--- config.mk ---
export PLATFORM = sky130hd
export DESIGN_NAME = seg7_scroll_ctrl
export DESIGN_NICKNAME = d
export VERILOG_FILES = /design/src/rtl/seg7_pkg.sv /design/src/rtl/seg7_step_timer.sv /design/src/rtl/seg7_scroll_ctrl.sv
export SDC_FILE = /design/constraint.sdc
export NUM_CORES = 1
export LEC_CHECK = 0
export CORE_MARGIN = 8
export CORE_UTILIZATION = 40
export CTS_CLUSTER_SIZE = 30
export DETAILED_ROUTE_END_ITERATION = 6
export MAX_ROUTING_LAYER = met4
export SLEW_MARGIN = 20
export SYNTH_ARGS = -nofsm -noshare
export SYNTH_HDL_FRONTEND = slang
export SYNTH_SLANG_ARGS = --single-unit
--- constraint.sdc ---
create_clock -name sys_clk -period 7.05 [get_ports sys_clk]
set_input_delay 1.41 -clock sys_clk [delete_from_list [all_inputs] [get_ports sys_clk]]
set_output_delay 1.41 -clock sys_clk [all_outputs]
set_load 0.005 [all_outputs]
--- src/rtl/seg7_pkg.sv ---
// Shared constants and state type for the seven-segment scroll sequencer.
// Codes >= 16 are blanked by the downstream decoder; 16 is the canonical blank.
package seg7_pkg;

  localparam logic [4:0] BLANK     = 5'd16;
  localparam int         DIGITS    = 6;
  localparam int         BUF_DEPTH = 16;
  localparam logic [4:0] MAX_LEN   = 5'd16;

  typedef enum logic [1:0] {
    IDLE,
    STATIC,
    SCROLL
  } state_t;

  function automatic logic [4:0] clamp_len(input logic [4:0] len);
    return (len > MAX_LEN) ? MAX_LEN : len;
  endfunction

endpackage

--- src/rtl/seg7_step_timer.sv ---
// Free-running step divider: one-cycle tick every STEP_CYCLES enabled cycles.
// Held at zero while disabled or cleared so every scroll run starts from a fresh count.
module seg7_step_timer #(
  parameter int STEP_CYCLES = 12_500_000
) (
  input  logic sys_clk,
  input  logic sys_rst,
  input  logic clr,
  input  logic en,
  output logic tick
);

  localparam int CW = (STEP_CYCLES > 1) ? $clog2(STEP_CYCLES) : 1;
  localparam logic [CW-1:0] LAST = CW'(STEP_CYCLES - 1);

  logic [CW-1:0] cnt;

  always_ff @(posedge sys_clk or posedge sys_rst) begin
    if (sys_rst) begin
      cnt <= '0;
    end else if (clr || !en) begin
      cnt <= '0;
    end else if (cnt == LAST) begin
      cnt <= '0;
    end else begin
      cnt <= cnt + 1'b1;
    end
  end

  assign tick = en && !clr && (cnt == LAST);

endmodule

--- src/rtl/seg7_scroll_ctrl.sv ---
// Message sequencer feeding six static 7-seg digits: static view of the first six
// codes, or a scrolling window over the message followed by six blanks.
module seg7_scroll_ctrl
  import seg7_pkg::*;
#(
  parameter int STEP_CYCLES = 12_500_000
) (
  input  logic       sys_clk,
  input  logic       sys_rst,
  input  logic       wr_en,
  input  logic [3:0] wr_addr,
  input  logic [4:0] wr_data,
  output logic       wr_ready,
  input  logic       start,
  input  logic       stop,
  input  logic       mode,
  input  logic [4:0] msg_len,
  output logic       busy,
  output logic       wrap_pulse,
  output logic [4:0] num5,
  output logic [4:0] num4,
  output logic [4:0] num3,
  output logic [4:0] num2,
  output logic [4:0] num1,
  output logic [4:0] num0
);

  state_t     state;
  logic [4:0] buffer [BUF_DEPTH];
  logic [4:0] len_q;
  logic [4:0] pos;
  logic [4:0] n_total;
  logic       start_ok;
  logic       tick;
  logic [4:0] disp  [DIGITS];
  logic [4:0] num_q [DIGITS];

  assign start_ok = start && !stop && (msg_len != 5'd0);
  assign n_total  = len_q + 5'd6;
  assign wr_ready = (state == IDLE);
  assign busy     = (state != IDLE);

  seg7_step_timer #(
    .STEP_CYCLES(STEP_CYCLES)
  ) u_timer (
    .sys_clk(sys_clk),
    .sys_rst(sys_rst),
    .clr    (start_ok || stop),
    .en     (state == SCROLL),
    .tick   (tick)
  );

  // Write and start may share an IDLE cycle; the write lands on the same edge the
  // state changes, so the first registered display already sees the new code.
  always_ff @(posedge sys_clk or posedge sys_rst) begin
    if (sys_rst) begin
      state      <= IDLE;
      len_q      <= 5'd0;
      pos        <= 5'd0;
      wrap_pulse <= 1'b0;
      for (int i = 0; i < BUF_DEPTH; i++) buffer[i] <= BLANK;
    end else begin
      wrap_pulse <= 1'b0;
      if (wr_en && state == IDLE) buffer[wr_addr] <= wr_data;
      if (stop) begin
        state <= IDLE;
        pos   <= 5'd0;
      end else if (start_ok) begin
        state <= mode ? SCROLL : STATIC;
        len_q <= clamp_len(msg_len);
        pos   <= 5'd0;
      end else if (state == SCROLL && tick) begin
        if (pos == n_total - 5'd1) begin
          pos        <= 5'd0;
          wrap_pulse <= 1'b1;
        end else begin
          pos <= pos + 5'd1;
        end
      end
    end
  end

  // Static mode keeps pos at 0, so the same window logic serves both modes.
  // pos < N and k < 6 <= N, so a single conditional subtract replaces the modulo.
  always_comb begin
    logic [4:0] idx;
    for (int k = 0; k < DIGITS; k++) begin
      idx = pos + 5'(k);
      if (idx >= n_total) idx = idx - n_total;
      disp[k] = BLANK;
      if (state != IDLE && idx < len_q) disp[k] = buffer[idx[3:0]];
    end
  end

  always_ff @(posedge sys_clk or posedge sys_rst) begin
    if (sys_rst) begin
      for (int j = 0; j < DIGITS; j++) num_q[j] <= BLANK;
    end else begin
      for (int k = 0; k < DIGITS; k++) num_q[DIGITS-1-k] <= disp[k];
    end
  end

  assign num5 = num_q[5];
  assign num4 = num_q[4];
  assign num3 = num_q[3];
  assign num2 = num_q[2];
  assign num1 = num_q[1];
  assign num0 = num_q[0];

endmodule

### After elaboration in Yosys (flattened, before gate mapping)

Index checks and enable logic that the tools add are counted.

* register bits after elaboration: 147
* bits of input ports: 20
* output and inout port bits: 33

* add/sub/neg operators: 14
* order comparisons: 21
* equality and inequality tests: 3
* mux-type cells: 47
* bitwise logic cells: 8
* reductions and logical operators: 24

Operators with widths (number)
* 2-to-1 mux 5 bit: 30
* binary-select mux 5 bit (select 4 bit): 6
* bitwise mux 80 bit: 1
* 2-to-1 mux 24 bit: 2
* >= comparator 5 bit (second input constant): 7
* NOT 4 -> 5 bit: 7
* >= comparator 5 bit: 6
* less-than comparator 5 bit: 6
* subtractor 5 bit: 6
* adder 24 x 1 -> 24 bit (second input constant): 1
* equality test 24 bit (second input constant): 1
* demux 5 bit (select 4 bit): 1
* adder 5 x 3 -> 5 bit (second input constant): 3
* logical AND 1 bit: 13
* adder 5 x 2 -> 5 bit (second input constant): 2
* 2-to-1 mux 2 bit: 3
* adder 5 x 1 -> 5 bit (second input constant): 1
* equality test 5 bit: 1
* > comparator 5 bit (second input constant): 1
* less-than comparator 5 x 1 -> 1 bit (second input constant): 1
* nonzero test 5 bit: 1
* subtractor 5 x 1 -> 5 bit (second input constant): 1
* 2-to-1 mux 1 bit: 4
* nonzero test 2 bit: 2
* other kinds (7): 10

### Longest topological paths before layout

* depth after elaboration: 11
* mapped depth: 20
* mapped depth without buffers: 19

### Modules after synthesis

A second synthesis with hierarchy kept.

* cell total of the unflattened synthesis: 1315
* area total of the unflattened synthesis: 12361.9 um2

Modules (own cells, without submodules)
* seg7_scroll_ctrl: instances 1, cells an instance 1180, area each 11094.4 um2, seq. area each 3105.5 um2
* seg7_step_timer: instances 1, cells an instance 135, area each 1267.5 um2, seq. area each 600.6 um2

### Worst setup path after synthesis

No wires, ideal clock.

* kind: reg2reg
* start point: register len_q[1]
* end point: register num_q (netlist bit num5[3])
* setup time: 0.082 ns
* arrival time: 4.747 ns
* required time: 6.968 ns
* setup slack: 2.221 ns
* cell stages (with the launch flop): 18
* path through: dfrtp_1 -> inv_1 -> ha_1 -> xor2_1 -> ha_1 -> nor4bb_1 -> or2_2 -> o31ai_4 -> nand2b_1 -> mux2i_1 -> inv_1 -> clkbuf_1 -> ha_1 -> o21a_1 -> o211ai_1 -> o21ai_2 -> a311o_1 -> o22ai_1

RTL lines
* from (decl): line seg7_scroll_ctrl.sv:30 `logic [4:0] len_q;`
* from (signal assigned): line seg7_scroll_ctrl.sv:70 `len_q <= clamp_len(msg_len);`
* to (decl): line seg7_scroll_ctrl.sv:36 `logic [4:0] num_q [DIGITS];`

==> impl_metrics.prom <==
# TYPE chip_impl_metric gauge
chip_impl_info{name="outcome",value="finished, violations left"} 1
chip_impl_info{name="violated_checks",value="DRC"} 1
chip_impl_metric{name="core_box_area",unit="mm^2"} 0.0336
chip_impl_metric{name="n_fill_cell",unit=""} 3298
chip_impl_metric{name="final.setup_skew",unit="ns"} 0.0151
chip_impl_metric{name="antenna_found_initial",unit=""} 1
chip_impl_metric{name="power.leakage",unit="nW"} 6.17
chip_impl_metric{name="report.final.slew_viol_count",unit=""} 0
chip_impl_metric{name="syn_inst",unit=""} 1628
chip_impl_metric{name="cell_total_after_placement",unit=""} 2050
chip_impl_metric{name="finalHoldViolCount",unit=""} 0
chip_impl_metric{name="cts.sink_count",unit=""} 147
chip_impl_metric{name="timing.critical_path.required",unit="ns"} 7.42
chip_impl_metric{name="swShare",unit="%"} 46.7
chip_impl_metric{name="fmax",unit="MHz"} 170
chip_impl_metric{name="post_drt_wl_per_cell",unit="um"} 29.1
chip_impl_metric{name="worst_ir_drop_vdd",unit="V"} 0.000205
chip_impl_metric{name="worst_slew_margin_rel",unit="%"} 26.7
chip_impl_metric{name="cts_setup_buffers",unit=""} 0
chip_impl_metric{name="cell_internal_pwr",unit="mW"} 2.17
chip_impl_metric{name="ys_ff_latch",unit=""} 147
chip_impl_metric{name="drive_gt1_share",unit="%"} 13.6
chip_impl_metric{name="seq_area_frac_synth",unit="%"} 27.1
chip_impl_metric{name="cts_buffers",unit=""} 17
chip_impl_metric{name="syn-num-nets",unit=""} 1711
chip_impl_metric{name="start_util",unit="%"} 40.6
chip_impl_info{name="setup.worst_path.start_class",value="register"} 1
chip_impl_metric{name="vias_per_cell",unit=""} 6.63
chip_impl_metric{name="io_buffer_count",unit=""} 52
chip_impl_metric{name="finish.net_count",unit=""} 1704
chip_impl_metric{name="cts_resized",unit=""} 0
chip_impl_metric{name="clkSlewWorstSetupHoldPaths",unit="ns"} 0.07
chip_impl_metric{name="finalSetupViolations",unit=""} 0
chip_impl_metric{name="period_minus_slack",unit="ns"} 5.89
chip_impl_info{name="synth_top_flop_cell",value="sky130_fd_sc_hd__dfrtp_1"} 1
chip_impl_metric{name="worstSkewPairLatency",unit="ns"} 0.46
chip_impl_metric{name="i_o_pin_total",unit=""} 53
chip_impl_info{name="timing.setup.critical_path_class",value="reg -> reg"} 1
chip_impl_metric{name="vias",unit=""} 13800
chip_impl_metric{name="cts_max_level",unit=""} 4
chip_impl_metric{name="post-route-drc-count",unit=""} 3
chip_impl_metric{name="multi_input_area",unit="mm^2"} 0.00928
chip_impl_metric{name="max_slew.worst_pin.slew",unit="ns"} 1.10
chip_impl_metric{name="area_delta_synth_final",unit="%"} 10.9
chip_impl_info{name="timing.hold.worst.class",value="reg -> reg"} 1
chip_impl_metric{name="psw",unit="mW"} 1.90
chip_impl_metric{name="fin_setup_tns",unit="ns"} 0
chip_impl_metric{name="worst-endpoint-arrival",unit="ns"} 6.26
chip_impl_metric{name="share_seq_of_total_power",unit="%"} 39.0
chip_impl_metric{name="fin_cells",unit=""} 2083
chip_impl_metric{name="tightest_hold_margin",unit="ns"} 0.492
chip_impl_metric{name="synth_edf_count",unit=""} 0
chip_impl_metric{name="gp_congestion",unit=""} 1.05
chip_impl_metric{name="powerDensity",unit="mW/mm^2"} 269
chip_impl_metric{name="share_comb_of_total_power",unit="%"} 37.4
chip_impl_metric{name="postCtsHoldBufs",unit=""} 0
chip_impl_info{name="clk_root_buffer_cell",value="sky130_fd_sc_hd__clkbuf_16"} 1
chip_impl_metric{name="post_synth_num_cell_types",unit=""} 92
chip_impl_info{name="critPathCaptureType",value="register"} 1
chip_impl_metric{name="std_cell_rows",unit=""} 67
chip_impl_metric{name="grt_pass1_wl",unit="um"} 88700
chip_impl_metric{name="fraction_of_power_consumed_by_the_clock_network",unit="%"} 23.6
chip_impl_metric{name="synthArstFlopShare",unit="%"} 100
chip_impl_metric{name="die_width",unit="um"} 201
chip_impl_metric{name="globalRouteTotalUtil",unit="%"} 29.9
chip_impl_metric{name="grt_max_degree",unit=""} 86
chip_impl_metric{name="synthesis.area",unit="mm^2"} 0.0137
chip_impl_metric{name="detailed_place_hpwl",unit="um"} 41500
chip_impl_metric{name="die-height",unit="um"} 201
chip_impl_metric{name="grt_pass1_vias",unit=""} 13300
chip_impl_metric{name="max_cap_violations",unit=""} 0
chip_impl_metric{name="die_outline_area",unit="mm^2"} 0.0403
chip_impl_metric{name="drt-pass1-iter-count",unit=""} 7
chip_impl_metric{name="yosys_warnings",unit=""} 0
chip_impl_metric{name="cp_max_fo",unit=""} 14
chip_impl_info{name="cts_tree",value="built"} 1
chip_impl_metric{name="post_synth.cell_area_avg",unit="um^2"} 8.39
chip_impl_metric{name="finalWirelength",unit="um"} 60500
chip_impl_metric{name="drt_iter0_markers",unit=""} 1563
chip_impl_metric{name="min_period_over_period",unit="%"} 83.5
chip_impl_info{name="rsz0062_at_grt",value="false"} 1
chip_impl_metric{name="grt-ovfl-total",unit=""} 0
chip_impl_metric{name="ff_latch_area",unit="mm^2"} 0.00371
chip_impl_metric{name="postRouteAntennaNets",unit=""} 0
chip_impl_metric{name="cts-root-to-sink-buffers",unit=""} 2
## layout by cell type, fill, tap and decap left out, types with 27 or more instances in the layout
cell type                           n
sky130_fd_sc_hd__nand3_1           90
sky130_fd_sc_hd__o21ai_0          117
sky130_fd_sc_hd__ha_1              59
sky130_fd_sc_hd__o211ai_1          55
sky130_fd_sc_hd__clkdlybuf4s50_1   52
sky130_fd_sc_hd__a22oi_1           29
sky130_fd_sc_hd__a21oi_1           65
sky130_fd_sc_hd__buf_4             30
sky130_fd_sc_hd__inv_1             59
sky130_fd_sc_hd__nor2_1            91
sky130_fd_sc_hd__nand2_1          213
sky130_fd_sc_hd__mux2_2           101
sky130_fd_sc_hd__mux2i_1           73
sky130_fd_sc_hd__xnor2_1           27
sky130_fd_sc_hd__dfrtp_1          125
## layout make-up
type                            count  area share, %
Antenna cell                        1         0.0165
Clock buffer                       18           2.90
Clock inverter                     14           1.07
Inverter                           63           1.61
Multi-Input combinational cell   1310           61.3
Sequential cell                   147           24.5
Tap cell                          448           3.70
Timing Repair Buffer               82           4.92
## layer usage
metal  wire [um]  global-route usage (%)  part of all wire (%)
met5           0                       -                     0
met1       25200                    38.1                    42
met4        3440                    15.8                   5.7
met3        5880                    7.37                   9.7
met2       26000                    43.4                    43
## critical path, cell delays in order, from the launching register on
cell	delay, ns
sky130_fd_sc_hd__dfrtp_1	0.67
sky130_fd_sc_hd__inv_1	0.29
sky130_fd_sc_hd__ha_1	0.27
sky130_fd_sc_hd__a21o_1	0.21
sky130_fd_sc_hd__and2_1	0.21
sky130_fd_sc_hd__nor2_1	0.19
sky130_fd_sc_hd__ha_1	0.28
sky130_fd_sc_hd__a31oi_1	0.27
sky130_fd_sc_hd__o311ai_2	0.38
sky130_fd_sc_hd__nor2_1	0.86
sky130_fd_sc_hd__mux2_2	0.46
sky130_fd_sc_hd__ha_1	0.31
sky130_fd_sc_hd__a21o_1	0.19
sky130_fd_sc_hd__a211oi_1	0.28
sky130_fd_sc_hd__nand4_1	0.15
sky130_fd_sc_hd__a21oi_1	0.40
sky130_fd_sc_hd__a21boi_0	0.24
sky130_fd_sc_hd__o2bb2ai_1	0.14
## kinds of logic after synthesis
family | share of synthesized area [%]
compound gates | 26.8
simple gates | 16.9
mux | 14.4
buf+inv | 5.11
flops | 27.1
fa+ha+maj | 6.25
xor+xnor | 3.41
## Yosys cell counts (23+ instances only)
master	count	area, um^2
sky130_fd_sc_hd__a21oi_1	65	325
sky130_fd_sc_hd__o211a_1	23	230
sky130_fd_sc_hd__o21ai_0	117	586
sky130_fd_sc_hd__mux2_2	101	1140
sky130_fd_sc_hd__inv_1	60	225
sky130_fd_sc_hd__mux2i_1	75	751
sky130_fd_sc_hd__a22oi_1	29	218
sky130_fd_sc_hd__nand2_1	213	800
sky130_fd_sc_hd__buf_2	27	135
sky130_fd_sc_hd__a211oi_1	24	180
sky130_fd_sc_hd__nor2_1	91	342
sky130_fd_sc_hd__xnor2_1	27	236
sky130_fd_sc_hd__nand3_1	90	450
sky130_fd_sc_hd__dfrtp_1	125	3130
sky130_fd_sc_hd__clkbuf_1	69	259
sky130_fd_sc_hd__o211ai_1	55	413
sky130_fd_sc_hd__xor2_1	23	201
sky130_fd_sc_hd__ha_1	59	738
## sequential cells by signal (all words and copies together) (netlist names)
name,cells
state,2
num2,5
num0,5
pos,5
num1,5
buffer,80
num3,5
u_timer.cnt,24
num5,5
wrap_pulse,1
num4,5
len_q,5
## worst paths after layout
path,start,to,slack (ns),cells past startpoint
max reg2reg,pos[2],num0[0],1.16,17
min reg2reg,u_timer.cnt[0],u_timer.cnt[0],0.49,1
min,u_timer.cnt[0],u_timer.cnt[0],0.49,1
max,pos[2],num0[0],1.16,17
min in group asynchronous,sys_rst,num3[0],1.48,2
max in group asynchronous,sys_rst,num0[0],4.22,3
## metrics by stage
step,setup WS (ns),utilization [%],cell area (um^2),power (mW)
after floorplan,1.73,-,13700,2.26
after global placement,1.40,43.2,14500,3.01
after detailed placement,1.23,43.2,14500,3.02
after CTS,1.23,45.0,15100,3.99
after global routing,0.686,45.0,15100,4.20
final,1.16,45.0,15100,4.07
## power by group through the flow
stage               Clock [mW]  Sequential, mW  Combinational, mW
floorplan                    0            1.17               1.09
global placement             0            1.54               1.47
detailed placement           0            1.54               1.48
CTS                      0.972            1.53               1.49
global route             0.996            1.55               1.65
finish                   0.962            1.59               1.52
Note: power is estimated with default switching activity, not from simulation.
